[src/rtl/seven_segment_reader.sv]
// seven_segment_reader
//
// Recovers the four BCD digits shown on a multiplexed common-anode style
// seven-segment display by watching the segment and digit-select lines. A
// pattern must stay unchanged for STABLE_CYCLES consecutive clocks before it
// is accepted into its digit slot. Once all four slots have been captured
// since the last frame, they are offered as one frame on a valid/ready port.
//
// Parameters
//   STABLE_CYCLES : dwell length (in clocks) needed to accept a digit, 2..255
//
// Ports
//   clk        : clock, all state changes on the rising edge
//   rst        : synchronous active-high reset
//   seg_in     : segment lines, active high, bit 6 = a ... bit 0 = g
//   an_in      : digit select, active high, expected one-hot (bit i = slot i)
//   out_ready  : consumer accepts the presented frame
//   out_valid  : frame_data/frame_err hold a complete frame
//   frame_data : BCD digits, slot i at bits [4i+3:4i]
//   frame_err  : bit i set when slot i held an unrecognised pattern
//   overrun    : sticky, a frame completed while the previous one was pending

module seven_segment_reader #(
   parameter int STABLE_CYCLES = 4
) (
   input  logic        clk,
   input  logic        rst,
   input  logic [6:0]  seg_in,
   input  logic [3:0]  an_in,
   input  logic        out_ready,
   output logic        out_valid,
   output logic [15:0] frame_data,
   output logic [3:0]  frame_err,
   output logic        overrun
);

   localparam logic [7:0] LAST_COUNT = 8'(STABLE_CYCLES - 1);

   logic [3:0]  h_an;
   logic [6:0]  h_seg;
   logic [7:0]  dwell_cnt;
   logic        done;
   logic [15:0] slot_data;
   logic [3:0]  slot_err;
   logic [3:0]  seen;

   logic [3:0]  dec_val;
   logic        dec_err;
   logic        input_match;
   logic        an_onehot;
   logic        slot_write;
   logic        frame_done;

   // Translate the held segment pattern back into a BCD digit. Anything that
   // is not one of the ten digit shapes reads as F and raises the error bit,
   // so a half-lit or ghosted digit never masquerades as a valid value.
   always_comb begin
      dec_val = 4'hF;
      dec_err = 1'b1;
      case (h_seg)
         7'b1111110: begin dec_val = 4'd0; dec_err = 1'b0; end
         7'b0110000: begin dec_val = 4'd1; dec_err = 1'b0; end
         7'b1101101: begin dec_val = 4'd2; dec_err = 1'b0; end
         7'b1111001: begin dec_val = 4'd3; dec_err = 1'b0; end
         7'b0110011: begin dec_val = 4'd4; dec_err = 1'b0; end
         7'b1011011: begin dec_val = 4'd5; dec_err = 1'b0; end
         7'b1011111: begin dec_val = 4'd6; dec_err = 1'b0; end
         7'b1110000: begin dec_val = 4'd7; dec_err = 1'b0; end
         7'b1111111: begin dec_val = 4'd8; dec_err = 1'b0; end
         7'b1111011: begin dec_val = 4'd9; dec_err = 1'b0; end
         default:    begin dec_val = 4'hF; dec_err = 1'b1; end
      endcase
   end

   // A slot is written once per dwell: the moment the counter reaches its
   // terminal value, provided this dwell has not already written and the held
   // select names exactly one digit. Blank or overlapping selects (0000, or
   // several bits during a scan transition) are ignored entirely. A frame is
   // ready to go out once every slot has been seen since the last frame.
   always_comb begin
      input_match = ({an_in, seg_in} == {h_an, h_seg});
      an_onehot   = (h_an != 4'b0000) && ((h_an & (h_an - 4'd1)) == 4'b0000);
      slot_write  = (dwell_cnt == LAST_COUNT) && !done && an_onehot;
      frame_done  = (seen == 4'b1111);
   end

   // Hold register and dwell counter. Any change on the display lines restarts
   // the dwell from scratch; an unchanged display lets the counter climb and
   // park at its terminal value, while the done flag stops a long dwell from
   // writing its slot again on every later cycle.
   always_ff @(posedge clk) begin
      if (rst) begin
         h_an      <= 4'b0000;
         h_seg     <= 7'b0000000;
         dwell_cnt <= 8'd0;
         done      <= 1'b0;
      end else if (!input_match) begin
         h_an      <= an_in;
         h_seg     <= seg_in;
         dwell_cnt <= 8'd0;
         done      <= 1'b0;
      end else begin
         if (dwell_cnt != LAST_COUNT) begin
            dwell_cnt <= dwell_cnt + 8'd1;
         end
         if (slot_write) begin
            done <= 1'b1;
         end
      end
   end

   // Slot storage and per-slot seen tracking. A slot revisited before the frame
   // goes out simply takes the newer value. When a frame completes the seen
   // mask restarts, but a slot written on that very edge still counts toward
   // the next frame so no capture is lost.
   always_ff @(posedge clk) begin
      if (rst) begin
         slot_data <= 16'h0000;
         slot_err  <= 4'b0000;
         seen      <= 4'b0000;
      end else begin
         seen <= (frame_done ? 4'b0000 : seen) | (slot_write ? h_an : 4'b0000);
         if (slot_write) begin
            for (int i = 0; i < 4; i++) begin
               if (h_an[i]) begin
                  slot_data[4*i +: 4] <= dec_val;
                  slot_err[i]         <= dec_err;
               end
            end
         end
      end
   end

   // Output frame register and handshake. A completed frame is taken if the
   // output is empty or is being emptied on this same edge; otherwise the new
   // frame is thrown away and the sticky overrun flag records the loss so the
   // consumer can tell it fell behind. overrun only clears on reset.
   always_ff @(posedge clk) begin
      if (rst) begin
         out_valid  <= 1'b0;
         frame_data <= 16'h0000;
         frame_err  <= 4'b0000;
         overrun    <= 1'b0;
      end else if (frame_done) begin
         if (!out_valid || out_ready) begin
            frame_data <= slot_data;
            frame_err  <= slot_err;
            out_valid  <= 1'b1;
         end else begin
            overrun <= 1'b1;
         end
      end else if (out_valid && out_ready) begin
         out_valid <= 1'b0;
      end
   end

endmodule
[config.mk]
export PLATFORM = sky130hd
export DESIGN_NAME = seven_segment_reader
export DESIGN_NICKNAME = d
export VERILOG_FILES = /design/src/rtl/seven_segment_reader.sv
export SDC_FILE = /design/constraint.sdc
export NUM_CORES = 1
export LEC_CHECK = 0
export CAP_MARGIN = 20
export CORE_MARGIN = 3
export CORE_UTILIZATION = 54
export DETAILED_ROUTE_END_ITERATION = 8
export HOLD_SLACK_MARGIN = 0.02
export PLACE_DENSITY = 0.78
export REMOVE_ABC_BUFFERS = 1
export SYNTH_ARGS = -nofsm -noshare
export SYNTH_HDL_FRONTEND = slang
export SYNTH_SLANG_ARGS = --single-unit
[constraint.sdc]
create_clock -name clk -period 2.3 [get_ports clk]
set_input_delay 0.46 -clock clk [delete_from_list [all_inputs] [get_ports clk]]
set_output_delay 0.46 -clock clk [all_outputs]
set_load 0.05 [all_outputs]
==> impl_results.md <==
- GRT Overall Usage: 20.0%
- Clock buffer depth: 2
- Die X-Extent: 77.8 um
- Count of unique library cells instantiated by Yosys: 48
- Num rows: 25
- Pin count of the biggest net entering global routing: between 40 and 50
- Normalized max-slew margin: 66.5%
- Yosys warnings: 0
- Final Cycle Share: between 90% and 100%
- Remaining global-route overflow: 0
- Tightest Pin Transition: ~500 ps
- Weighted congestion reported at the end of routability-driven placement: around 0.9
- Vertical die dimension: 77.8 um
- Register bit total from synthesis: 66
- Max-cap violation count: 0
- Post-CTS setup buffer count: 0
- Outcome: finished clean
- Number of nets in the finished design: ~370
- Pwr Density: 670 nW/um^2
- Quantity of I/O buffers inserted on ports: 35
- Most common cell after layout, fill and taps aside: sky130_fd_sc_hd__dfxtp_1
- CP Launch Point: dwell_cnt[0]
- R2R Path End: slot_err[3]
- Vias in the first global route: between 2000 and 2500
- Highest-count cells in the layout ignoring fill and taps: sky130_fd_sc_hd__dfxtp_1, sky130_fd_sc_hd__nand2_1, sky130_fd_sc_hd__clkdlybuf4s50_1, sky130_fd_sc_hd__a21oi_1, sky130_fd_sc_hd__nor2_1
- Top Ports: 36
- Depth of the CTS H-tree: 3
- Routed via count: 2250
- Number of remaining DRC errors: 0
- Reg-to-reg setup timing slack: about 190 ps
- Critical Path Sink Type: flop
- Mean routed wirelength per cell: 12.9 um
- Final Critical Period: 2110 ps
- Startpoint of the most critical register-to-register path: dwell_cnt[0]
- Effective utilization at floorplan: 57.3%
- Post-CTS sizing: 0
- Share of layout cells above drive strength 1: 9.04%
- Total core area: roughly 4800 um^2
- Share of the yosys chip area belonging to registers: a little under half
- Count of TritonRoute iterations in the first routing pass: 4
- Final slew viol count: 0
- DRT iter0 DRCs: 147
- Endpoint of the most critical setup path: slot_err[3]
- Wire length of the first global-routing pass: between 9000 and 10000 um
- Via-to-Cell Ratio: 5.34
- Filler cell count in the final layout: 408
- Hold Vio Cnt, Final: 0
- Half-perimeter wire length of the detailed placement result: 3730 um
- Most used DFF post-synth: sky130_fd_sc_hd__dfxtp_1
- Clock slew at reported path FFs: 70 ps
- Diode insertion count for antenna repair: 0
- Maximum clock skew at final layout: 6.88 ps
- Worst supply voltage drop on vdd: 0.000438 V
- Crit path launch type: flop
- FF-to-FF path depth: 5
- Initial antenna violation count: 0
- Async set-or-reset flop fraction in the synthesized netlist: 0%
- Area occupied by multi-input gates: 1360 um^2
- Clock network latency to the later pin of the worst-skew pair: 340 ps
- Final total negative setup slack: 0 ps
- CP Max Fanout: 5
- Data required time at the worst endpoint: about 2500 ps
- LEAKAGE: roughly 1.2 nW
- Critical path class: reg -> reg
- Post-CTS Hold Buffers: 0
- Buffer type at the clock tree root: sky130_fd_sc_hd__clkbuf_8
- Synthesis-to-finish area growth: 21.3%
- Final design instance area without fill: approximately 3400 um^2
- Area of all sequential standard cells: between 1000 and 1500 um^2
- Placed Area: 3170 um^2
- Num CTS Buffers: 9
- Mapped cell area: approximately 2800 um^2
- Unrepaired setup endpoints after global routing: false
- Fmax: 473 MHz
- Number of setup violations in the final report: 0
- Post-synthesis instance total: 319
- Number of sinks handled by clock tree synthesis: 66
- Antenna viol nets, final: 0
- Final wirelength: 5410 um
- Number of synthesized flops with an enable pin: 0
- Min-delay worst type: reg -> reg
- Die Footprint: between 6000 and 7000 um^2
- Average cell area after synthesis: 8.72 um^2
- Clock tree from TritonCTS: built
- Arrival time at the worst endpoint: 2330 ps
## state kept, by name, indices dropped and copies added, names as in the netlist
name        cells
h_seg           7
slot_err        4
slot_data      16
overrun         1
done            1
h_an            4
frame_data     16
out_valid       1
dwell_cnt       8
seen            4
frame_err       4
## metrics by stage
| step | power (mW) | std cells | worst slack [ps] | hold WS (ps) | utilization [%] |
|---|---|---|---|---|---|
| finish | 2.26 | 421 | 188 | 452 | 69.6 |
| global route | 2.35 | 421 | 53.8 | 458 | 69.6 |
| CTS | 2.28 | 421 | 188 | 447 | 69.6 |
| detailed placement | 1.30 | 406 | 202 | 443 | 65.4 |
| global placement | 1.29 | 406 | 266 | 441 | 65.4 |
| floorplan | 1.24 | 297 | 172 | 426 | - |
## Yosys cell counts, types with 3 or more instances
master,count,area [um^2]
sky130_fd_sc_hd__nor2b_1,14,87.6
sky130_fd_sc_hd__nand2b_1,6,37.5
sky130_fd_sc_hd__nand4_1,4,25.0
sky130_fd_sc_hd__o21bai_1,4,30.0
sky130_fd_sc_hd__nand3_1,12,60.1
sky130_fd_sc_hd__nor2_1,25,93.8
sky130_fd_sc_hd__nand3b_1,3,22.5
sky130_fd_sc_hd__and4_1,3,26.3
sky130_fd_sc_hd__clkbuf_1,16,60.1
sky130_fd_sc_hd__o21ai_0,4,20.0
sky130_fd_sc_hd__nor4_1,5,31.3
sky130_fd_sc_hd__xor2_1,18,158
sky130_fd_sc_hd__a31oi_1,4,25.0
sky130_fd_sc_hd__a211oi_1,8,60.1
sky130_fd_sc_hd__dfxtp_1,66,1320
sky130_fd_sc_hd__buf_2,5,25.0
sky130_fd_sc_hd__nand2_1,50,188
sky130_fd_sc_hd__a21oi_1,31,155
sky130_fd_sc_hd__and3_1,3,18.8
## worst min path at each step
stage                       from            end  slack, ps  cells past startpoint
floorplan            slot_err[0]   frame_err[0]        430                      2
global placement     slot_err[2]   frame_err[2]        440                      2
detailed placement  slot_data[6]  frame_data[6]        440                      2
CTS                          rst       h_seg[5]        450                      2
global route                 rst       h_seg[5]        460                      2
finish              slot_data[0]  frame_data[0]        450                      2
## worst max-delay path, stage by stage (launching register included)
cell	delay, ps
sky130_fd_sc_hd__dfxtp_1	400
sky130_fd_sc_hd__ha_1	270
sky130_fd_sc_hd__or4b_4	540
sky130_fd_sc_hd__or4_4	590
sky130_fd_sc_hd__nand3b_1	130
sky130_fd_sc_hd__o31ai_2	70
## power by group
group,switching (mW),internal (mW)
Sequential,0.0229,1.15
Combinational,0.0443,0.0514
Clock,0.406,0.582
## cells by family (layout without fill, tap and decap cells)
| group | count (synthesis) | in the layout | synth area share (%) |
|---|---|---|---|
| buf+inv | 24 | 59 | 3.60 |
| simple gates | 146 | 146 | 28.3 |
| xor+xnor | 20 | 20 | 6.30 |
| flops | 66 | 66 | 47.5 |
| compound gates | 62 | 62 | 13.9 |
| fa+ha+maj | 1 | 1 | 0.450 |
## cell type report
| type | count | share of cell area, % |
|---|---|---|
| Clock buffer | 13 | 5.01 |
| Clock inverter | 2 | 1.04 |
| Inverter | 2 | 0.223 |
| Multi-Input combinational cell | 229 | 40.3 |
| Sequential cell | 66 | 39.2 |
| Tap cell | 67 | 2.49 |
| Timing Repair Buffer | 42 | 11.8 |
## per-layer routing
metal	track usage [%]	vias to the layer above	part of all wire (%)
met2	31.1	44	47
met3	3.60	13	3.3
met5	0	-	0
met4	10.1	0	2.2
met1	26.5	1026	48
li1	-	1167	-
Power figures use the tool's default switching activity.
